[src/rtl/zx_kbd_pkg.sv]
// Shared types, matrix coordinates and composite-key tables for the
// PS/2 to ZX Spectrum keyboard matrix.
package zx_kbd_pkg;

    typedef struct packed {
        logic       valid;
        logic [2:0] row;
        logic [2:0] col;
    } kpos_t;

    localparam int NUM_ROWS = 8;
    localparam int NUM_COLS = 5;
    localparam int NUM_COMP = 8;

    localparam logic [2:0] ROW_CSV   = 3'd0;
    localparam logic [2:0] ROW_ASDFG = 3'd1;
    localparam logic [2:0] ROW_QWERT = 3'd2;
    localparam logic [2:0] ROW_1_5   = 3'd3;
    localparam logic [2:0] ROW_0_6   = 3'd4;
    localparam logic [2:0] ROW_POIUY = 3'd5;
    localparam logic [2:0] ROW_ENT_H = 3'd6;
    localparam logic [2:0] ROW_SPC_B = 3'd7;

    localparam logic [2:0] COL_0 = 3'd0;
    localparam logic [2:0] COL_1 = 3'd1;
    localparam logic [2:0] COL_2 = 3'd2;
    localparam logic [2:0] COL_3 = 3'd3;
    localparam logic [2:0] COL_4 = 3'd4;

    localparam kpos_t NO_KEY = '0;
    localparam kpos_t CS_POS = {1'b1, ROW_CSV, COL_0};
    localparam kpos_t SS_POS = {1'b1, ROW_SPC_B, COL_1};

    localparam logic [2:0] H_LEFT   = 3'd0;
    localparam logic [2:0] H_RIGHT  = 3'd1;
    localparam logic [2:0] H_UP     = 3'd2;
    localparam logic [2:0] H_DOWN   = 3'd3;
    localparam logic [2:0] H_BKSP   = 3'd4;
    localparam logic [2:0] H_ESC    = 3'd5;
    localparam logic [2:0] H_COMMA  = 3'd6;
    localparam logic [2:0] H_PERIOD = 3'd7;

    function automatic kpos_t kp(input logic [2:0] row, input logic [2:0] col);
        return {1'b1, row, col};
    endfunction

    // Non-shift half of each composite key; the shift half is applied by the top.
    function automatic kpos_t comp_key(input logic [2:0] idx);
        kpos_t k;
        case (idx)
            H_LEFT:   k = kp(ROW_1_5,   COL_4);
            H_RIGHT:  k = kp(ROW_0_6,   COL_2);
            H_UP:     k = kp(ROW_0_6,   COL_3);
            H_DOWN:   k = kp(ROW_0_6,   COL_4);
            H_BKSP:   k = kp(ROW_0_6,   COL_0);
            H_ESC:    k = kp(ROW_SPC_B, COL_0);
            H_COMMA:  k = kp(ROW_SPC_B, COL_3);
            default:  k = kp(ROW_SPC_B, COL_2);
        endcase
        return k;
    endfunction

endpackage

[src/rtl/ps2_zx_decode.sv]
// Combinational scancode decoder: {extended, code} -> direct matrix position
// and/or composite-key index.
module ps2_zx_decode
    import zx_kbd_pkg::*;
(
    input  logic       ext_i,
    input  logic [7:0] code_i,
    output kpos_t      direct_o,
    output logic       comp_valid_o,
    output logic [2:0] comp_idx_o
);

    always_comb begin
        direct_o     = NO_KEY;
        comp_valid_o = 1'b0;
        comp_idx_o   = H_LEFT;
        if (ext_i) begin
            case (code_i)
                8'h14: direct_o = SS_POS;
                8'h6B: begin comp_valid_o = 1'b1; comp_idx_o = H_LEFT;  end
                8'h74: begin comp_valid_o = 1'b1; comp_idx_o = H_RIGHT; end
                8'h75: begin comp_valid_o = 1'b1; comp_idx_o = H_UP;    end
                8'h72: begin comp_valid_o = 1'b1; comp_idx_o = H_DOWN;  end
                default: ;
            endcase
        end else begin
            case (code_i)
                8'h12, 8'h59: direct_o = CS_POS;
                8'h14:        direct_o = SS_POS;
                8'h1A: direct_o = kp(ROW_CSV, COL_1);
                8'h22: direct_o = kp(ROW_CSV, COL_2);
                8'h21: direct_o = kp(ROW_CSV, COL_3);
                8'h2A: direct_o = kp(ROW_CSV, COL_4);
                8'h1C: direct_o = kp(ROW_ASDFG, COL_0);
                8'h1B: direct_o = kp(ROW_ASDFG, COL_1);
                8'h23: direct_o = kp(ROW_ASDFG, COL_2);
                8'h2B: direct_o = kp(ROW_ASDFG, COL_3);
                8'h34: direct_o = kp(ROW_ASDFG, COL_4);
                8'h15: direct_o = kp(ROW_QWERT, COL_0);
                8'h1D: direct_o = kp(ROW_QWERT, COL_1);
                8'h24: direct_o = kp(ROW_QWERT, COL_2);
                8'h2D: direct_o = kp(ROW_QWERT, COL_3);
                8'h2C: direct_o = kp(ROW_QWERT, COL_4);
                8'h16: direct_o = kp(ROW_1_5, COL_0);
                8'h1E: direct_o = kp(ROW_1_5, COL_1);
                8'h26: direct_o = kp(ROW_1_5, COL_2);
                8'h25: direct_o = kp(ROW_1_5, COL_3);
                8'h2E: direct_o = kp(ROW_1_5, COL_4);
                8'h45: direct_o = kp(ROW_0_6, COL_0);
                8'h46: direct_o = kp(ROW_0_6, COL_1);
                8'h3E: direct_o = kp(ROW_0_6, COL_2);
                8'h3D: direct_o = kp(ROW_0_6, COL_3);
                8'h36: direct_o = kp(ROW_0_6, COL_4);
                8'h4D: direct_o = kp(ROW_POIUY, COL_0);
                8'h44: direct_o = kp(ROW_POIUY, COL_1);
                8'h43: direct_o = kp(ROW_POIUY, COL_2);
                8'h3C: direct_o = kp(ROW_POIUY, COL_3);
                8'h35: direct_o = kp(ROW_POIUY, COL_4);
                8'h5A: direct_o = kp(ROW_ENT_H, COL_0);
                8'h4B: direct_o = kp(ROW_ENT_H, COL_1);
                8'h42: direct_o = kp(ROW_ENT_H, COL_2);
                8'h3B: direct_o = kp(ROW_ENT_H, COL_3);
                8'h33: direct_o = kp(ROW_ENT_H, COL_4);
                8'h29: direct_o = kp(ROW_SPC_B, COL_0);
                8'h3A: direct_o = kp(ROW_SPC_B, COL_2);
                8'h31: direct_o = kp(ROW_SPC_B, COL_3);
                8'h32: direct_o = kp(ROW_SPC_B, COL_4);
                8'h66: begin comp_valid_o = 1'b1; comp_idx_o = H_BKSP;   end
                8'h76: begin comp_valid_o = 1'b1; comp_idx_o = H_ESC;    end
                8'h41: begin comp_valid_o = 1'b1; comp_idx_o = H_COMMA;  end
                8'h49: begin comp_valid_o = 1'b1; comp_idx_o = H_PERIOD; end
                default: ;
            endcase
        end
    end

endmodule

[src/rtl/ps2_zx_keymatrix.sv]
// ZX Spectrum 8x5 keyboard matrix fed by mist_io ps2_key events; answers
// ULA port-FE row reads and raises reset/NMI request pulses.
module ps2_zx_keymatrix
    import zx_kbd_pkg::*;
#(
    parameter logic [7:0] RESET_CODE = 8'h07,
    parameter logic [7:0] NMI_CODE   = 8'h78
) (
    input  logic        clk_sys,
    input  logic        reset_n,
    input  logic [10:0] ps2_key,
    input  logic [7:0]  addr_hi,
    output logic [4:0]  keys,
    output logic        reset_req,
    output logic        nmi_req
);

    logic                                 tog_q;
    logic [NUM_ROWS-1:0][NUM_COLS-1:0]    matrix_q, matrix_d, eff;
    logic [NUM_COMP-1:0]                  held_q, held_d;
    logic [NUM_COLS-1:0]                  keys_q, keys_d, hit;
    logic                                 rst_req_q, rst_req_d;
    logic                                 nmi_req_q, nmi_req_d;

    logic       evt, pressed, ext;
    logic [7:0] code;
    kpos_t      direct, ck;
    logic       comp_valid;
    logic [2:0] comp_idx;

    assign code    = ps2_key[7:0];
    assign ext     = ps2_key[8];
    assign pressed = ps2_key[9];
    assign evt     = ps2_key[10] ^ tog_q;

    ps2_zx_decode u_decode (
        .ext_i        (ext),
        .code_i       (code),
        .direct_o     (direct),
        .comp_valid_o (comp_valid),
        .comp_idx_o   (comp_idx)
    );

    always_comb begin
        matrix_d  = matrix_q;
        held_d    = held_q;
        rst_req_d = 1'b0;
        nmi_req_d = 1'b0;
        if (evt) begin
            if (code == 8'h00) begin
                matrix_d = '0;
                held_d   = '0;
            end else begin
                if (direct.valid)
                    matrix_d[direct.row][direct.col] = pressed;
                if (comp_valid)
                    held_d[comp_idx] = pressed;
                rst_req_d = pressed && !ext && (code == RESET_CODE);
                nmi_req_d = pressed && !ext && (code == NMI_CODE);
            end
        end
    end

    // Composite keys overlay the matrix so a physical shift survives a cursor release.
    always_comb begin
        eff = matrix_q;
        ck  = NO_KEY;
        for (int i = 0; i < NUM_COMP; i++) begin
            if (held_q[i]) begin
                ck = comp_key(3'(i));
                eff[ck.row][ck.col] = 1'b1;
            end
        end
        if (|held_q[H_ESC:H_LEFT])
            eff[CS_POS.row][CS_POS.col] = 1'b1;
        if (|held_q[H_PERIOD:H_COMMA])
            eff[SS_POS.row][SS_POS.col] = 1'b1;
    end

    always_comb begin
        hit = '0;
        for (int r = 0; r < NUM_ROWS; r++) begin
            for (int c = 0; c < NUM_COLS; c++) begin
                hit[c] = hit[c] | (eff[r][c] & ~addr_hi[r]);
            end
        end
        keys_d = ~hit;
    end

    always_ff @(posedge clk_sys or negedge reset_n) begin
        if (!reset_n) begin
            tog_q     <= 1'b0;
            matrix_q  <= '0;
            held_q    <= '0;
            keys_q    <= 5'h1F;
            rst_req_q <= 1'b0;
            nmi_req_q <= 1'b0;
        end else begin
            tog_q     <= ps2_key[10];
            matrix_q  <= matrix_d;
            held_q    <= held_d;
            keys_q    <= keys_d;
            rst_req_q <= rst_req_d;
            nmi_req_q <= nmi_req_d;
        end
    end

    assign keys      = keys_q;
    assign reset_req = rst_req_q;
    assign nmi_req   = nmi_req_q;

endmodule
[config.mk]
export PLATFORM = sky130hd
export DESIGN_NAME = ps2_zx_keymatrix
export DESIGN_NICKNAME = d
export VERILOG_FILES = /design/src/rtl/zx_kbd_pkg.sv /design/src/rtl/ps2_zx_decode.sv /design/src/rtl/ps2_zx_keymatrix.sv
export SDC_FILE = /design/constraint.sdc
export NUM_CORES = 1
export LEC_CHECK = 0
export CAP_MARGIN = 0
export CORE_ASPECT_RATIO = 1.4
export CORE_MARGIN = 2
export CORE_UTILIZATION = 45
export CTS_CLUSTER_SIZE = 14
export DETAILED_ROUTE_END_ITERATION = 16
export GPL_ROUTABILITY_DRIVEN = 0
export SETUP_SLACK_MARGIN = 0.4
export SLEW_MARGIN = 20
export SYNTH_ARGS = -nofsm -noshare
export SYNTH_HDL_FRONTEND = slang
export SYNTH_SLANG_ARGS = --single-unit
export TNS_END_PERCENT = 100
[constraint.sdc]
create_clock -name clk_sys -period 2.8 [get_ports clk_sys]
set_input_delay 0.28 -clock clk_sys [delete_from_list [all_inputs] [get_ports clk_sys]]
set_output_delay 0.28 -clock clk_sys [all_outputs]
set_load 0.03 [all_outputs]
==> metrics.txt, run 1 <==
clock network latency to the later pin of the worst-skew pair=0.29 ns; number of global-route vias before repair=4,127; antenna violations before repair=0; worst endpoint required time=2.98 ns; Final Routed Wirelength=13.3 mm; Post-Route Utilization=0.626; Cell Rows=40; buffers added on ports=27; pin count of the biggest net entering global routing=36; Filler Cells Inserted=724; max capacitance violation total=0; synthesis-to-layout area growth=34.7%; path type of the worst min-delay path=in2async; cell family contributing the most delay on the critical path=simple AND/OR/NAND/NOR gates; mean post-synth cell area=8.89 um2; Post-synth top cells=sky130_fd_sc_hd__o211ai_1 (57), sky130_fd_sc_hd__dfrtp_1 (51), sky130_fd_sc_hd__nand2_1 (47); slowest stage delay, CP=0.36 ns; register area=0.00141 mm2; Final min period=2.32 ns; total iterations of the first detailed-routing run=5; post-route clock skew=0.00591 ns; Cells after Synth=453; clock tree from TritonCTS=built; slowest library cell on the worst path=sky130_fd_sc_hd__a211o_4; highest clock frequency the design can meet=0.431 GHz; Die Y=116 um; All-Layer GR Usage=0.278; cells traversed along the worst timing path=buf_2 -> buf_6 -> buf_6 -> and4bb_2 -> a21o_1 -> a211o_4 -> nor4b_4 -> a31oi_4 -> nor3_2 -> mux2_4; initial DRC count=297; number of primary I/O pins=28; unrepaired setup endpoints after global routing=false; CP startpoint kind=input port; Slew headroom=0.492; setup slack of the most critical reg-to-reg path=0.78 ns; synthesized area=0.00403 mm2; wire length per cell=20.4 um; outcome=complete, no violations; worst-path maximum fanout=5; r2r endpoint=matrix_q[26]; worst setup path class=in2reg; maximum resistive drop on vdd=0.000461 V; CTS clk-pin slew, worst paths=0.07 ns; buffer and inverter count on the worst path=3; initial cell density of the core=0.465; H-tree Lvls=2; Antenna Nets Post-Route=0; Slew @ Worst Pin=0.762 ns; Hold-fix buffers, CTS=0; setup-violating endpoint count in the final report=0; Inserted Diodes=0; number of synthesized flops with an enable pin=0; net count reported at finish=568; net count of the mapped netlist=474; Die Wd=83.9 um; part of the Yosys area used for sequential elements=0.350; leading cell types by total area after synthesis=sky130_fd_sc_hd__dfrtp_1 (32%), sky130_fd_sc_hd__o211ai_1 (11%), sky130_fd_sc_hd__nand2_1 (4.4%); number of warnings reported in the yosys synthesis log=0; flip-flop cell with the highest count after synthesis=sky130_fd_sc_hd__dfrtp_1; cell type contributing the most total cell area after synthesis=sky130_fd_sc_hd__dfrtp_1; worst reg2reg startpoint=tog_q; crit path DAT=2.50 ns; fraction of final layout cells sized beyond drive strength 1=0.296; CTS root buffer=sky130_fd_sc_hd__clkbuf_16; power density cells=364 mW/mm2; ratio of final minimum period to clock period=0.829; DRC=0; number of distinct library cell variants in the gate-level netlist after synthesis=79; proportion of register bits with asynchronous set or reset after synthesis=1.00; CTS Buf Count=5; maximum buffer depth of the clock tree=2; share of the synthesized area in the top cell type=0.317; number of synthesized register bits=56; core area=0.00866 mm2; R2R depth=6; critical path depth in cells=10; endpoint kind of the worst setup timing path=flip-flop; Top cell by count, worst path=sky130_fd_sc_hd__buf_6; DPL Wire Length=9.47 mm; worst hold slack across all endpoints=0.0554 ns; total congestion overflow=0; leak pwr=2.31 nW; count of clock tree sinks=56; full die area=0.00973 mm2; number of vias after detailed routing=4,202; most used standard cell by instance count after synthesis=sky130_fd_sc_hd__o211ai_1; max-slew violation total from the final report=0; total power=1.98 mW; average via count per standard cell=6.43; area taken by multi-input logic gates=0.00253 mm2; global-route wire length before repair=21.3 mm; final hold viol count=0
[power breakdown]
group | internal (mW) | switching, mW | total [mW]
Clock | 0.421 | 0.280 | 0.701
Sequential | 0.826 | 0.0132 | 0.839
Combinational | 0.204 | 0.232 | 0.436
Total | 1.45 | 0.525 | 1.98
[cell type report]
cell class	count	share of cell area
multi-input combinational	344	0.467
sequential	56	0.260
timing repair buffer	121	0.206
tap	105	0.0242
clock buffer	6	0.0238
inverter	19	0.0132
clock inverter	2	0.00646
[worst reg2reg max path: cells and delay by family (launching register included)]
kind | cells | cell delay [ns]
xor gates and xnor gates | 1 | 0.41
DFF | 1 | 0.40
AOI/OAI and AO/OA | 1 | 0.25
and+or+nand+nor | 4 | 0.86
[routing by layer]
layer / up-vias / GRT usage / part of all wire
met4: 0 / 0.170 / 0.063
met2: 172 / 0.515 / 0.52
met5: - / 0 / 0
met1: 2040 / 0.308 / 0.38
li1: 1934 / - / -
met3: 56 / 0.0256 / 0.035
[cells in the final DEF (no fill, tap or decap), drive strengths merged, types with 7 or more instances in the layout]
cell type / Yosys / layout
buf: 23 / 94
nand2b: 10 / 10
o22ai: 9 / 9
o211ai: 57 / 57
nor2: 26 / 26
a22oi: 7 / 7
nor3: 11 / 11
o21ai: 22 / 22
nand3: 11 / 11
a211oi: 8 / 8
inv: 19 / 19
a22o: 8 / 8
o221ai: 7 / 7
nand2: 51 / 51
clkdlybuf4s50: 0 / 18
a21oi: 18 / 18
clkbuf: 11 / 13
dfrtp: 51 / 51
[worst max path at each step]
stage / startpoint / slack, ns / to
3_5_place_dp: ps2_key[4] / -0.33 / matrix_q[22]
2_1_floorplan: ps2_key[1] / 0.39 / matrix_q[0]
6_report: ps2_key[5] / 0.48 / matrix_q[0]
4_1_cts: ps2_key[5] / 0.41 / matrix_q[0]
3_3_place_gp: ps2_key[5] / -0.27 / matrix_q[23]
5_1_grt: ps2_key[7] / 0.39 / matrix_q[29]
[registers in the layout, summed over array words and instances (netlist names)]
signal	count
held_q	8
keys	5
matrix_q	40
nmi_req	1
reset_req	1
tog_q	1
[cells by family (layout without fill, tap and decap cells)]
logic type                Yosys count  in the layout  share of synthesized area
xor gates and xnor gates            5              5                     0.0109
DFF                                56             56                      0.350
muxes                               2              2                    0.00559
and+or+nand+nor                   166            166                      0.238
buffers and inverters              53            148                     0.0659
AOI/OAI and AO/OA                 171            171                      0.330
[repair_timing]
item,CTS,global route
gates resized for setup,37,35
pin swaps,14,23
buffers inserted,3,5
cloned,3,1
setup endpoints to repair,47,42
[through the flow]
| step | area, um2 | instances | TNS, ns | worst slack (ns) |
|---|---|---|---|---|
| after floorplan | 4030 | 453 | 0 | 0.394 |
| after global placement | 4880 | 633 | -6.63 | -0.269 |
| after detailed placement | 4880 | 633 | -9.14 | -0.333 |
| after CTS | 5310 | 647 | 0 | 0.408 |
| after global routing | 5420 | 653 | 0 | 0.390 |
| final | 5420 | 653 | 0 | 0.479 |
Power figures use the tool's default switching activity.
==> run 2, diff against run 1 <==
==> constraint.sdc (replaced) <==
create_clock -name clk_sys -period 2.35 [get_ports clk_sys]
set_input_delay 0.235 -clock clk_sys [delete_from_list [all_inputs] [get_ports clk_sys]]
set_output_delay 0.235 -clock clk_sys [all_outputs]
set_load 0.03 [all_outputs]
==> metrics.txt, run 2 (synthesized netlist as in run 1, its figures left out) <==
CTS Buf Count=5 (unchanged); worst hold path stage count=1; largest register by flop count=matrix_q (unchanged); fraction of final layout cells sized beyond drive strength 1=0.472 (was 0.296); total congestion overflow=0 (unchanged); R2R depth=7 (was 6); initial DRC count=379 (was 297); pin count of the biggest net entering global routing=36 (unchanged); worst endpoint required time=2.51 ns (was 2.98 ns); post-route standard cell area excluding fillers=0.00656 mm2 (was 0.00542 mm2); number of primary I/O pins=28 (unchanged); unrepaired setup endpoints after global routing=true (was false); power density cells=386 mW/mm2 (was 364 mW/mm2); Total Neg Setup Slack=0 ns (unchanged); Inserted Diodes=0 (unchanged); Antenna Nets Post-Route=0 (unchanged); max reg flops=40 (unchanged); most common cell after layout, fill and taps aside=sky130_fd_sc_hd__buf_4 (unchanged); Worst Slack Setup Final=0.146 ns (was 0.479 ns); total net switching power=0.709 mW (was 0.525 mW); count of clock tree sinks=56 (unchanged); synthesis-to-layout area growth=63.0% (was 34.7%); total iterations of the first detailed-routing run=5 (unchanged); Reg power frac=0.395 (was 0.424); Final Routed Wirelength=15.6 mm (was 13.3 mm); worst hold slack across all endpoints=0.487 ns (was 0.0554 ns); net count reported at finish=639 (was 568); portion of total power attributed to the clock network=0.334 (was 0.355); buffers added on ports=27 (unchanged); worst-path maximum fanout=8 (was 5); initial cell density of the core=0.465 (unchanged); max capacitance violation total=0 (unchanged); CTS clk-pin slew, worst paths=0.07 ns (about the same); Slew headroom=0.545 (was 0.492); average via count per standard cell=6.32 (was 6.43); worst slack, placed=-0.530 ns (was -0.333 ns); Logic pwr share=0.271 (was 0.221); placed instance count=661 (was 633); clock network latency to the later pin of the worst-skew pair=0.29 ns (about the same); placed cell area=0.00530 mm2 (was 0.00488 mm2); full die area=0.00973 mm2 (unchanged); endpoint kind of the worst setup timing path=flip-flop (unchanged); switch share=0.280 (was 0.266); internal power of the cells=1.82 mW (was 1.45 mW); antenna violations before repair=0 (unchanged); outcome=complete, no violations (unchanged); post-route clock skew=0.00579 ns (was 0.00591 ns); core area=0.00866 mm2 (unchanged); Die Y=116 um (unchanged); top library cells by usage in the layout, fill and taps aside=sky130_fd_sc_hd__buf_4 (115), sky130_fd_sc_hd__o211ai_1 (57), sky130_fd_sc_hd__dfrtp_1 (51) (was sky130_fd_sc_hd__buf_4 (78), sky130_fd_sc_hd__o211ai_1 (57), sky130_fd_sc_hd__dfrtp_1 (51)); ratio of final minimum period to clock period=0.938; H-tree Lvls=2 (unchanged); CP startpoint kind=input port (unchanged); wire length per cell=21.6 um (was 20.4 um); global-route wire length before repair=23.9 mm (was 21.3 mm); count of non-filler cells in the finished layout=724 (was 653); setup-violating endpoint count in the final report=0 (unchanged); DRC=0 (unchanged); clock tree from TritonCTS=built (unchanged); highest clock frequency the design can meet=0.454 GHz; number of global-route vias before repair=4,699 (was 4,127); path type of the worst min-delay path=in2reg (was in2async); All-Layer GR Usage=0.316 (was 0.278); Final min period=2.20 ns; Cell Rows=40 (unchanged); number of vias after detailed routing=4,576 (was 4,202); maximum resistive drop on vdd=0.000476 V (was 0.000461 V); crit path DAT=2.36 ns (was 2.50 ns); CTS root buffer=sky130_fd_sc_hd__clkbuf_16 (unchanged); worst setup path class=in2reg (unchanged); DPL Wire Length=10.2 mm (was 9.47 mm); max-slew violation total from the final report=0 (unchanged); Die Wd=83.9 um (unchanged); Slew @ Worst Pin=0.683 ns (was 0.762 ns); final hold viol count=0 (unchanged); maximum buffer depth of the clock tree=2 (unchanged); leak pwr=2.73 nW (was 2.31 nW)
run 2: cell types whose count changed in the layout (fill, tap and decap cells not counted), moves of 4 or more:
cell / delta
sky130_fd_sc_hd__nand2_8: +4
sky130_fd_sc_hd__nand2_2: +8
sky130_fd_sc_hd__o21ai_2: +8
sky130_fd_sc_hd__a21oi_1: -7
sky130_fd_sc_hd__buf_8: +4
sky130_fd_sc_hd__o21ai_0: -9
sky130_fd_sc_hd__clkbuf_2: -6
sky130_fd_sc_hd__nand2_1: -13
sky130_fd_sc_hd__a21oi_2: +5
sky130_fd_sc_hd__buf_6: +31
sky130_fd_sc_hd__buf_4: +37
run 2: area by class of cell:
class / count / area, um2
multi-input combinational: 346 / 2990
fill: 606 / 2100
timing repair buffer: 190 / 1800
sequential: 56 / 1410
tap: 105 / 131
clock buffer: 6 / 129
inverter: 19 / 71.3
clock inverter: 2 / 35.0
run 2: metal layers:
layer | wire [um] | up-vias | track usage
li1 | - | 2076 | -
met1 | 5550 | 2203 | 0.324
met2 | 8180 | 211 | 0.593
met3 | 640 | 86 | 0.0349
met4 | 1240 | 0 | 0.229
met5 | 0 | - | 0
run 2: what timing repair did:
action | 4_1_cts | 5_1_grt
setup buffers | 37 | 9
endpoints found under the setup margin | 48 | 47
endpoints found under the hold margin | 3 | 0
cloned | 8 | 0
gates resized for setup | 132 | 55
pin swaps | 55 | 56
hold buffers | 1 | 0
run 2: path summary, 6_finish.rpt:
path | endpoint | start | slack, ns
max in group asynchronous | keys[2] | reset_n | 1.10
max | matrix_q[18] | ps2_key[3] | 0.15
min in group asynchronous | matrix_q[32] | reset_n | 0.51
max reg2reg | matrix_q[18] | tog_q | 0.65
min | tog_q | ps2_key[10] | 0.49
min reg2reg | matrix_q[0] | matrix_q[0] | 0.53
run 2: critical path, cell delays in order:
cell	delay [ns]
sky130_fd_sc_hd__buf_6	0.09
sky130_fd_sc_hd__buf_6	0.12
sky130_fd_sc_hd__or4bb_1	0.52
sky130_fd_sc_hd__a311oi_2	0.36
sky130_fd_sc_hd__buf_4	0.18
sky130_fd_sc_hd__a211o_4	0.11
sky130_fd_sc_hd__buf_6	0.10
sky130_fd_sc_hd__buf_6	0.10
sky130_fd_sc_hd__buf_12	0.11
sky130_fd_sc_hd__nand2_8	0.06
sky130_fd_sc_hd__o211ai_1	0.22
sky130_fd_sc_hd__o211ai_1	0.14
run 2: power by group through the flow:
stage | sequential [mW] | combinational, mW | clock [mW]
2_1_floorplan | 1.01 | 0.277 | 0
3_3_place_gp | 1.02 | 0.486 | 0
3_5_place_dp | 1.02 | 0.493 | 0
4_1_cts | 0.998 | 0.626 | 0.845
5_1_grt | 1.00 | 0.723 | 0.875
6_report | 1.00 | 0.686 | 0.847
run 2: through the flow:
step,utilization,power (mW)
floorplan,-,1.29
global placement,0.612,1.50
detailed placement,0.612,1.51
CTS,0.724,2.47
global route,0.758,2.60
finish,0.758,2.53
==> run 3, diff against run 2 <==
--- a/config.mk
+++ b/config.mk
@@ -9,6 +9,7 @@
 export CORE_ASPECT_RATIO = 1.4
 export CORE_MARGIN = 2
 export CORE_UTILIZATION = 45
+export CTS_BUF_LIST = sky130_fd_sc_hd__clkbuf_8
 export CTS_CLUSTER_SIZE = 14
 export DETAILED_ROUTE_END_ITERATION = 16
 export GPL_ROUTABILITY_DRIVEN = 0
==> metrics.txt, run 3 (synthesized netlist as in run 1, its figures left out) <==
synthesis-to-layout area growth=58.6% (was 63.0%); number of primary I/O pins=28 (unchanged); Cell Rows=40 (unchanged); number of global-route vias before repair=4,533 (was 4,699); Total Neg Setup Slack=0 ns (unchanged); setup-violating endpoint count in the final report=0 (unchanged); worst setup path class=in2reg (unchanged); leak pwr=2.67 nW (was 2.73 nW); top library cells by usage in the layout, fill and taps aside=sky130_fd_sc_hd__buf_4 (119), sky130_fd_sc_hd__o211ai_1 (57), sky130_fd_sc_hd__dfrtp_1 (51) (was sky130_fd_sc_hd__buf_4 (115), sky130_fd_sc_hd__o211ai_1 (57), sky130_fd_sc_hd__dfrtp_1 (51)); final hold viol count=0 (unchanged); All-Layer GR Usage=0.305 (was 0.316); Antenna Nets Post-Route=0 (unchanged); total power=2.29 mW (was 2.53 mW); outcome=complete, no violations (unchanged); pin count of the biggest net entering global routing=36 (unchanged); Worst Setup SP=ps2_key[1] (was ps2_key[3]); max reg flops=40 (unchanged); global-route wire length before repair=23.2 mm (was 23.9 mm); highest clock frequency the design can meet=0.429 GHz (was 0.454 GHz); clock tree from TritonCTS=built (unchanged); unrepaired setup endpoints after global routing=true (unchanged); Slew headroom=0.547 (was 0.545); average via count per standard cell=6.31 (was 6.32); DPL Wire Length=10.2 mm (unchanged); buffers added on ports=27 (unchanged); CTS clk-pin slew, worst paths=0.09 ns (was 0.07 ns); Filler Cells Inserted=632 (was 606); ratio of final minimum period to clock period=0.991 (was 0.938); CP startpoint kind=input port (unchanged); largest register by flop count=matrix_q (unchanged); H-tree Lvls=2 (unchanged); initial cell density of the core=0.465 (unchanged); worst endpoint required time=2.54 ns (was 2.51 ns); worst slack, placed=-0.530 ns (unchanged); Worst Slack Setup Final=0.0213 ns (was 0.146 ns); core area=0.00866 mm2 (unchanged); most common cell after layout, fill and taps aside=sky130_fd_sc_hd__buf_4 (unchanged); Slew @ Worst Pin=0.679 ns (was 0.683 ns); Die Y=116 um (unchanged); power density cells=359 mW/mm2 (was 386 mW/mm2); source of the worst hold timing path=ps2_key[10] (unchanged); wire length per cell=21.3 um (was 21.6 um); worst-path maximum fanout=7 (was 8); crit path DAT=2.51 ns (was 2.36 ns); worst reg2reg startpoint=tog_q (unchanged); maximum resistive drop on vdd=0.000328 V (was 0.000476 V); post-route standard cell area excluding fillers=0.00638 mm2 (was 0.00656 mm2); Die Wd=83.9 um (unchanged); count of clock tree sinks=56 (unchanged); antenna violations before repair=0 (unchanged); CTS root buffer=sky130_fd_sc_hd__clkbuf_8 (was sky130_fd_sc_hd__clkbuf_16); number of vias after detailed routing=4,548 (was 4,576); post-route clock skew=0.00955 ns (was 0.00579 ns); total iterations of the first detailed-routing run=5 (unchanged); placed cell area=0.00530 mm2 (unchanged); clock network latency to the later pin of the worst-skew pair=0.32 ns (was 0.29 ns); Final min period=2.33 ns (was 2.20 ns); Inserted Diodes=0 (unchanged); fraction of final layout cells sized beyond drive strength 1=0.455 (was 0.472); CTS Buf Count=5 (unchanged); initial DRC count=324 (was 379); Final Routed Wirelength=15.4 mm (was 15.6 mm); endpoint kind of the worst setup timing path=flip-flop (unchanged); path type of the worst min-delay path=in2reg (unchanged); DRC=0 (unchanged); max-slew violation total from the final report=0 (unchanged); maximum buffer depth of the clock tree=2 (unchanged); full die area=0.00973 mm2 (unchanged); max capacitance violation total=0 (unchanged); net count reported at finish=636 (was 639); total congestion overflow=0 (unchanged)
==> run 3: cell types whose count changed in the layout (fill, tap and decap cells not counted), sizes merged <==
cell,before,now
buf,171,168
clkbuf,6,5
inv,19,20
nand2,52,51
o21ai,22,23
==> run 3: critical path, cell delays in order <==
cell                       delay (ns)
sky130_fd_sc_hd__buf_6           0.10
sky130_fd_sc_hd__buf_6           0.11
sky130_fd_sc_hd__or4bb_1         0.56
sky130_fd_sc_hd__a311oi_4        0.40
sky130_fd_sc_hd__a211oi_4        0.08
sky130_fd_sc_hd__nand4_1         0.20
sky130_fd_sc_hd__nand3_4         0.17
sky130_fd_sc_hd__buf_12          0.20
sky130_fd_sc_hd__o31ai_2         0.32
sky130_fd_sc_hd__o21ai_1         0.13
==> run 3: metal layers <==
metal  vias up  share of wire  global-route usage
li1       2070              -                   -
met1      2184           0.36               0.312
met2       214           0.52               0.586
met3        80          0.043              0.0299
met4         0          0.077               0.202
met5         -              0                   0
==> run 3: path summary, 6_finish.rpt <==
check                          endpoint  slack [ns]  depth (start not counted)
max in group asynchronous       keys[2]        1.14                          3
min reg2reg                matrix_q[27]        0.53                          2
min in group asynchronous  matrix_q[32]        0.47                          2
min                               tog_q        0.46                          1
max                         matrix_q[5]        0.02                         10
max reg2reg                 matrix_q[5]        0.62                          6
==> run 3: report_power, final <==
| group | total [mW] | internal [mW] | switching [mW] |
|---|---|---|---|
| Combinational | 0.659 | 0.322 | 0.337 |
| Sequential | 0.999 | 0.983 | 0.0162 |
| Clock | 0.631 | 0.313 | 0.318 |
==> run 3: stage by stage <==
stage | hold WS [ns] | instances | utilization
2_1_floorplan | -0.0606 | 453 | -
3_3_place_gp | 0.309 | 661 | 0.612
6_report | 0.459 | 721 | 0.737
5_1_grt | 0.473 | 721 | 0.737
3_5_place_dp | 0.311 | 661 | 0.612
4_1_cts | 0.457 | 705 | 0.694
==> run 3: final cells by class <==
type,instances,area (um2),share of cell area
Clock buffer,5,68.8,0.0108
Clock inverter,3,38.8,0.00608
Inverter,19,71.3,0.0112
Multi-Input combinational cell,346,2930,0.459
Sequential cell,56,1410,0.221
Tap cell,105,131,0.0206
Timing Repair Buffer,187,1740,0.272
==> run 3: what timing repair did <==
action                                  4_1_cts  5_1_grt
gates cloned                                  6        0
resized for setup                           109       58
pin swaps                                    56       53
hold buffers                                  1        0
endpoints found under the hold margin        27        0
endpoints found under the setup margin       47       47
setup buffers                                29       16
